===== src/rtl/vco_spi_master.sv =====
// SPI initiator for the front-end VCO/PLL synthesizer: host words are queued in a FIFO,
// shifted out MSB-first on vco_sclk/vco_sdata, and latched with a vco_le pulse.
module vco_spi_master #(
  parameter logic [6:0]  ADDR   = 7'd96,
  parameter int unsigned CLKDIV = 4,
  parameter int unsigned DEPTH  = 8
) (
  input  logic        clock,
  input  logic        reset,
  input  logic        serial_strobe,
  input  logic [6:0]  serial_addr,
  input  logic [31:0] serial_data,
  output logic        vco_sclk,
  output logic        vco_sdata,
  output logic        vco_le,
  input  logic        vco_muxout,
  output logic        busy,
  output logic [31:0] status
);

  localparam int unsigned AW = $clog2(DEPTH);
  localparam int unsigned CW = AW + 1;
  localparam int unsigned DW = (CLKDIV > 1) ? $clog2(CLKDIV) : 1;
  localparam logic [DW-1:0] DIV_LAST  = DW'(CLKDIV - 1);
  localparam logic [CW-1:0] FULL      = CW'(DEPTH);
  localparam logic [6:0]    CTRL_ADDR = ADDR + 7'd1;

  typedef enum logic [2:0] {
    S_IDLE, S_LOAD, S_SHIFT, S_LE_SETUP, S_LE_PULSE, S_GAP
  } state_t;

  logic [31:0]   r_mem [DEPTH];
  logic [AW-1:0] r_wr_ptr, r_rd_ptr;
  logic [CW-1:0] r_count, w_count_n;
  logic          r_ovf, r_mux_meta, r_mux_sync;
  state_t        r_state, w_state_n;
  logic [31:0]   r_shreg, w_shreg_n;
  logic [4:0]    r_bitcnt, w_bitcnt_n;
  logic [DW-1:0] r_divcnt, w_divcnt_n;
  logic          r_phase, w_phase_n;
  logic          r_sclk, r_sdata, r_le, r_busy;
  logic          w_push_req, w_full, w_pop, w_push, w_ovf_set, w_ovf_clr, w_div_done;

  assign w_push_req = serial_strobe && (serial_addr == ADDR);
  assign w_ovf_clr  = serial_strobe && (serial_addr == CTRL_ADDR) && serial_data[0];
  assign w_full     = (r_count == FULL);
  assign w_pop      = (r_state == S_LOAD);
  assign w_push     = w_push_req && (!w_full || w_pop);
  assign w_ovf_set  = w_push_req && w_full && !w_pop;
  assign w_count_n  = r_count + CW'(w_push) - CW'(w_pop);
  assign w_div_done = (r_divcnt == DIV_LAST);

  always_ff @(posedge clock) begin
    if (w_push) r_mem[r_wr_ptr] <= serial_data;
  end

  always_ff @(posedge clock or negedge reset) begin
    if (!reset) begin
      r_wr_ptr   <= '0;
      r_rd_ptr   <= '0;
      r_count    <= '0;
      r_ovf      <= 1'b0;
      r_mux_meta <= 1'b0;
      r_mux_sync <= 1'b0;
    end else begin
      if (w_push) r_wr_ptr <= r_wr_ptr + 1'b1;
      if (w_pop)  r_rd_ptr <= r_rd_ptr + 1'b1;
      r_count <= w_count_n;
      if (w_ovf_set)      r_ovf <= 1'b1;
      else if (w_ovf_clr) r_ovf <= 1'b0;
      r_mux_meta <= vco_muxout;
      r_mux_sync <= r_mux_meta;
    end
  end

  always_comb begin
    w_state_n  = r_state;
    w_shreg_n  = r_shreg;
    w_bitcnt_n = r_bitcnt;
    w_divcnt_n = r_divcnt;
    w_phase_n  = r_phase;
    case (r_state)
      S_IDLE: if (r_count != '0) w_state_n = S_LOAD;
      S_LOAD: begin
        w_shreg_n  = r_mem[r_rd_ptr];
        w_bitcnt_n = 5'd31;
        w_divcnt_n = '0;
        w_phase_n  = 1'b0;
        w_state_n  = S_SHIFT;
      end
      S_SHIFT: begin
        if (!w_div_done) begin
          w_divcnt_n = r_divcnt + 1'b1;
        end else begin
          w_divcnt_n = '0;
          if (!r_phase) begin
            w_phase_n = 1'b1;
          end else begin
            w_phase_n = 1'b0;
            if (r_bitcnt == 5'd0) begin
              w_state_n = S_LE_SETUP;
            end else begin
              w_shreg_n  = {r_shreg[30:0], 1'b0};
              w_bitcnt_n = r_bitcnt - 5'd1;
            end
          end
        end
      end
      S_LE_SETUP, S_LE_PULSE, S_GAP: begin
        if (!w_div_done) begin
          w_divcnt_n = r_divcnt + 1'b1;
        end else begin
          w_divcnt_n = '0;
          case (r_state)
            S_LE_SETUP: w_state_n = S_LE_PULSE;
            S_LE_PULSE: w_state_n = S_GAP;
            default:    w_state_n = S_IDLE;
          endcase
        end
      end
      default: w_state_n = S_IDLE;
    endcase
  end

  // Pins are registered from next-state values so they line up with the state they belong to.
  always_ff @(posedge clock or negedge reset) begin
    if (!reset) begin
      r_state  <= S_IDLE;
      r_shreg  <= '0;
      r_bitcnt <= '0;
      r_divcnt <= '0;
      r_phase  <= 1'b0;
      r_sclk   <= 1'b0;
      r_sdata  <= 1'b0;
      r_le     <= 1'b0;
      r_busy   <= 1'b0;
    end else begin
      r_state  <= w_state_n;
      r_shreg  <= w_shreg_n;
      r_bitcnt <= w_bitcnt_n;
      r_divcnt <= w_divcnt_n;
      r_phase  <= w_phase_n;
      r_sclk   <= (w_state_n == S_SHIFT) && w_phase_n;
      r_sdata  <= (w_state_n == S_SHIFT) && w_shreg_n[31];
      r_le     <= (w_state_n == S_LE_PULSE);
      r_busy   <= (w_state_n != S_IDLE) || (w_count_n != '0);
    end
  end

  assign vco_sclk  = r_sclk;
  assign vco_sdata = r_sdata;
  assign vco_le    = r_le;
  assign busy      = r_busy;
  assign status    = {16'd0, 8'(r_count), 5'd0, r_ovf, r_busy, r_mux_sync};

endmodule


===== config.mk =====
export PLATFORM = sky130hd
export DESIGN_NAME = vco_spi_master
export DESIGN_NICKNAME = d
export VERILOG_FILES = /design/src/rtl/vco_spi_master.sv
export SDC_FILE = /design/constraint.sdc
export NUM_CORES = 1
export LEC_CHECK = 0
export CAP_MARGIN = 20
export CELL_PAD_IN_SITES_DETAIL_PLACEMENT = 2
export CELL_PAD_IN_SITES_GLOBAL_PLACEMENT = 2
export CORE_AREA = 2 2 150 299
export CTS_CLUSTER_SIZE = 25
export DETAILED_ROUTE_END_ITERATION = 7
export DIE_AREA = 0 0 152 301
export MAX_ROUTING_LAYER = met4
export PLACE_DENSITY_LB_ADDON = 0.12
export SLEW_MARGIN = 20
export SYNTH_ARGS = -nofsm -noshare
export SYNTH_HDL_FRONTEND = slang
export SYNTH_SLANG_ARGS = --single-unit

===== constraint.sdc =====
create_clock -name clock -period 10.1 [get_ports clock]
set_clock_uncertainty 0.15 [all_clocks]
set_input_delay 2.02 -clock clock [delete_from_list [all_inputs] [get_ports clock]]
set_output_delay 2.02 -clock clock [all_outputs]
set_load 0.005 [all_outputs]

==> flow_metrics.env <==
export IMPL_grt_max_degree=61
export IMPL_routed_wl_mm=34.2
export IMPL_coreArea_um2=43400
export IMPL_dp_hpwl_mm=20.0
export IMPL_synth_avg_cell_area_um2=15.7
export IMPL_wl_met3_um=731
export IMPL_vias_per_cell=4.96
export IMPL_syn_area_um2=12900
export IMPL_ys_flop_type="edfxtp_1"
export IMPL_cts_hold_buffers=0
export IMPL_postCtsSetupBuffers=0
export IMPL_syn_inst=826
export IMPL_synth_cell_types=59
export IMPL_start_kind="primary input"
export IMPL_worst_slack_ps=5170
export IMPL_synth_edf_count=256
export IMPL_grt_pass1_wl_mm=51.5
export IMPL_clock_path_buffers=3
export IMPL_synthArstFlopShare_pct=19.0
export IMPL_gr_total_overflow=0
export IMPL_portBuffers=53
export IMPL_r2r_end="busy"
export IMPL_critPathMaxFanout=4
export IMPL_num_antenna_cells=0
export IMPL_die_x_um=152
export IMPL_crit_required_ps=10390
export IMPL_finalSetupViolations=0
export IMPL_final_area_um2=15000
export IMPL_fp_dieArea_um2=45800
export IMPL_hold_viol=0
export IMPL_drt_first_pass_iters=4
export IMPL_ys_warn_count=0
export IMPL_synth_seq_area_share_pct=71.1
export IMPL_pin_count=79
export IMPL_clk_latency_ps=560
export IMPL_rsz0062_at_grt="no"
export IMPL_ant_nets=0
export IMPL_placed_cell_area_um2=14000
export IMPL_cts_made_buffers=30
export IMPL_wl_per_cell_um=23.6
export IMPL_grt_pass1_vias=8260
export IMPL_pre_cts_ws_ps=4560
export IMPL_min_path_cells=0
export IMPL_critical_path_arrival_ps=5220
export IMPL_drtIter0Drc=229
export IMPL_wl_met2_mm=20.9
export IMPL_initial_core_util_pct=29.8
export IMPL_core_rowCount=108
export IMPL_fin_crit_ps=4930
export IMPL_cts_root_buf="clkbuf_16"
export IMPL_critPathKind="primary input to flip-flop"
export IMPL_power_leakage_nw=4.80
export IMPL_area_growth_pct=16.0
export IMPL_tns_ps=0
export IMPL_routed_top_layer="met4"
export IMPL_htreeDepth=1
export IMPL_grt_usage_pct=15.4
export IMPL_drv_cap=0
export IMPL_reg2reg_slack_ps=6410
export IMPL_hold_path_endpoint="r_mux_sync"
export IMPL_antenna_found_initial=0
export IMPL_worst_slew_pin_transition_ps=994
export IMPL_powerDensity_nw_per_um2=179
export IMPL_cts_resized=0
export IMPL_drcViolationCount=0
export IMPL_hp_start="r_mux_meta"
export IMPL_synth_seq_cells=316
export IMPL_drt_met1_wl_mm=12.1
export IMPL_clkSinkCount=316
export IMPL_fmax_mhz=203
export IMPL_die_height_um=301
export IMPL_nets=929
export IMPL_ir_worst_vdd_uv=121
export IMPL_critical_path_max_stage_delay_ps=490
export IMPL_cts_tree="yes"
export IMPL_fin_crit_sh_pct=48.8
export IMPL_crit_path_end_kind="flip-flop"
export IMPL_drive_above_1_share_pct=10.0
export IMPL_vias=7180
export IMPL_hold_class="flip-flop to flip-flop"
export IMPL_critPathSlowestCell="nor4b_2"
export IMPL_reg2reg_depth=9
export IMPL_maxSlewHeadroom_pct=33.8
export IMPL_cts_clk_slew_worst_paths_ps=70
export IMPL_drv_slew=0
export IMPL_status="finished, final reports clean"
export IMPL_crit_path_cell_trace="clkdlybuf4s50_1 > nand4b_1 > nor4b_2 > nand2b_1 > o21ai_0 > ha_1 > fa_1 > xor2_1 > or4_1 > or4_4"
export IMPL_reg2reg_from="r_state[0]"
export IMPL_gp_congestion=0.678
[worst max-delay path, delay by kind of cell]
kind,cells,cell delay (ps)
simple gates,5,1850
fa+ha+maj,2,650
buf+inv,1,390
xor+xnor,1,180
compound gates,1,110
[layout make-up]
cell class / instances / area [µm²]
Fill cell: 4301 / 28400
Sequential cell: 316 / 9190
Multi-Input combinational cell: 446 / 3390
Clock buffer: 48 / 890
Tap cell: 550 / 688
Timing Repair Buffer: 71 / 661
Clock inverter: 8 / 141
Inverter: 10 / 37.5
[metrics by stage]
step	hold WS, ps	util, %	instances	power (mW)
after floorplan	181	-	850	1.49
after global placement	192	32.2	1393	1.53
after detailed placement	186	32.2	1393	1.54
after CTS	201	34.6	1449	2.73
after global routing	214	34.6	1449	2.79
final	200	34.6	1449	2.69
[cell usage after synthesis, drive strengths merged, types with 2 or more instances]
library cell,number,area [µm²]
a22oi,61,458
o21ai,7,35.0
and4,2,17.5
edfxtp,256,7690
ha,10,125
nand3,36,198
or4,2,18.8
buf,56,383
inv,9,33.8
nor3b,3,22.5
xnor2,5,43.8
mux4,2,45.0
a31oi,33,206
nor3,7,46.3
nand2b,3,18.8
nand2,41,161
clkbuf,22,86.3
xor2,2,17.5
mux2,2,26.3
and2,3,18.8
nor2b,2,12.5
nor4b,2,38.8
a21oi,36,180
a41oi,2,17.5
nor4,2,12.5
or2b,4,30.0
nor2,10,37.5
mux2i,128,1280
dfrtp,60,1500
[registers in the layout, summed over array words and instances (netlist names), 2 cells and up]
signal,cells
r_shreg,32
r_divcnt,2
r_wr_ptr,3
r_mem,256
r_count,4
r_bitcnt,5
r_state,3
r_rd_ptr,3
[cell usage in the layout, fill, tap and decap left out, drive strengths merged, types with 3 or more instances in the layout]
master / n
mux2i: 128
ha: 10
nor3: 7
edfxtp: 256
nand3: 36
bufinv: 4
or2b: 4
o21ai: 7
and2: 3
conb: 25
nor2: 10
a21oi: 36
nor3b: 3
buf: 19
clkbuf: 48
clkinv: 5
a31oi: 33
clkdlybuf4s50: 52
nand2: 41
dfrtp: 60
xnor2: 5
nand2b: 3
a22oi: 61
inv: 9
[logic make-up after synthesis]
kind of cell             count (synthesis)  synth area share [%]
multiplexers                           132                  10.5
AND/OR/NAND/NOR                        121                  5.13
adder cells (fa/ha/maj)                 11                  1.12
AO/OA/AOI/OAI                          150                  7.80
other                                    1                0.0290
flip-flops                             316                  71.1
buffers and inverters                   88                  3.92
XOR/XNOR                                 7                 0.474
[power by group]
group	total, mW	internal, mW	switching, mW
clock	1.18	0.703	0.474
combinational	0.0886	0.0389	0.0497
sequential	1.42	1.42	0.00688
total	2.69	2.16	0.531
[metal layers]
metal	up-vias	global-route usage (%)
li1	3235	-
met1	3820	14.8
met2	99	31.9
met3	26	1.45
met4	0	4.01
met5	-	-
[how the worst max path moves through the flow]
stage | start | end | slack (ps) | cells past startpoint
finish | serial_addr[4] | busy | 5170 | 10
global route | serial_addr[4] | busy | 5010 | 10
CTS | serial_addr[4] | busy | 5190 | 10
detailed placement | serial_addr[4] | busy | 4560 | 10
global placement | serial_addr[4] | busy | 4580 | 10
floorplan | serial_addr[4] | r_mem[0][0] | 3620 | 4
Power figures use the tool's default switching activity.
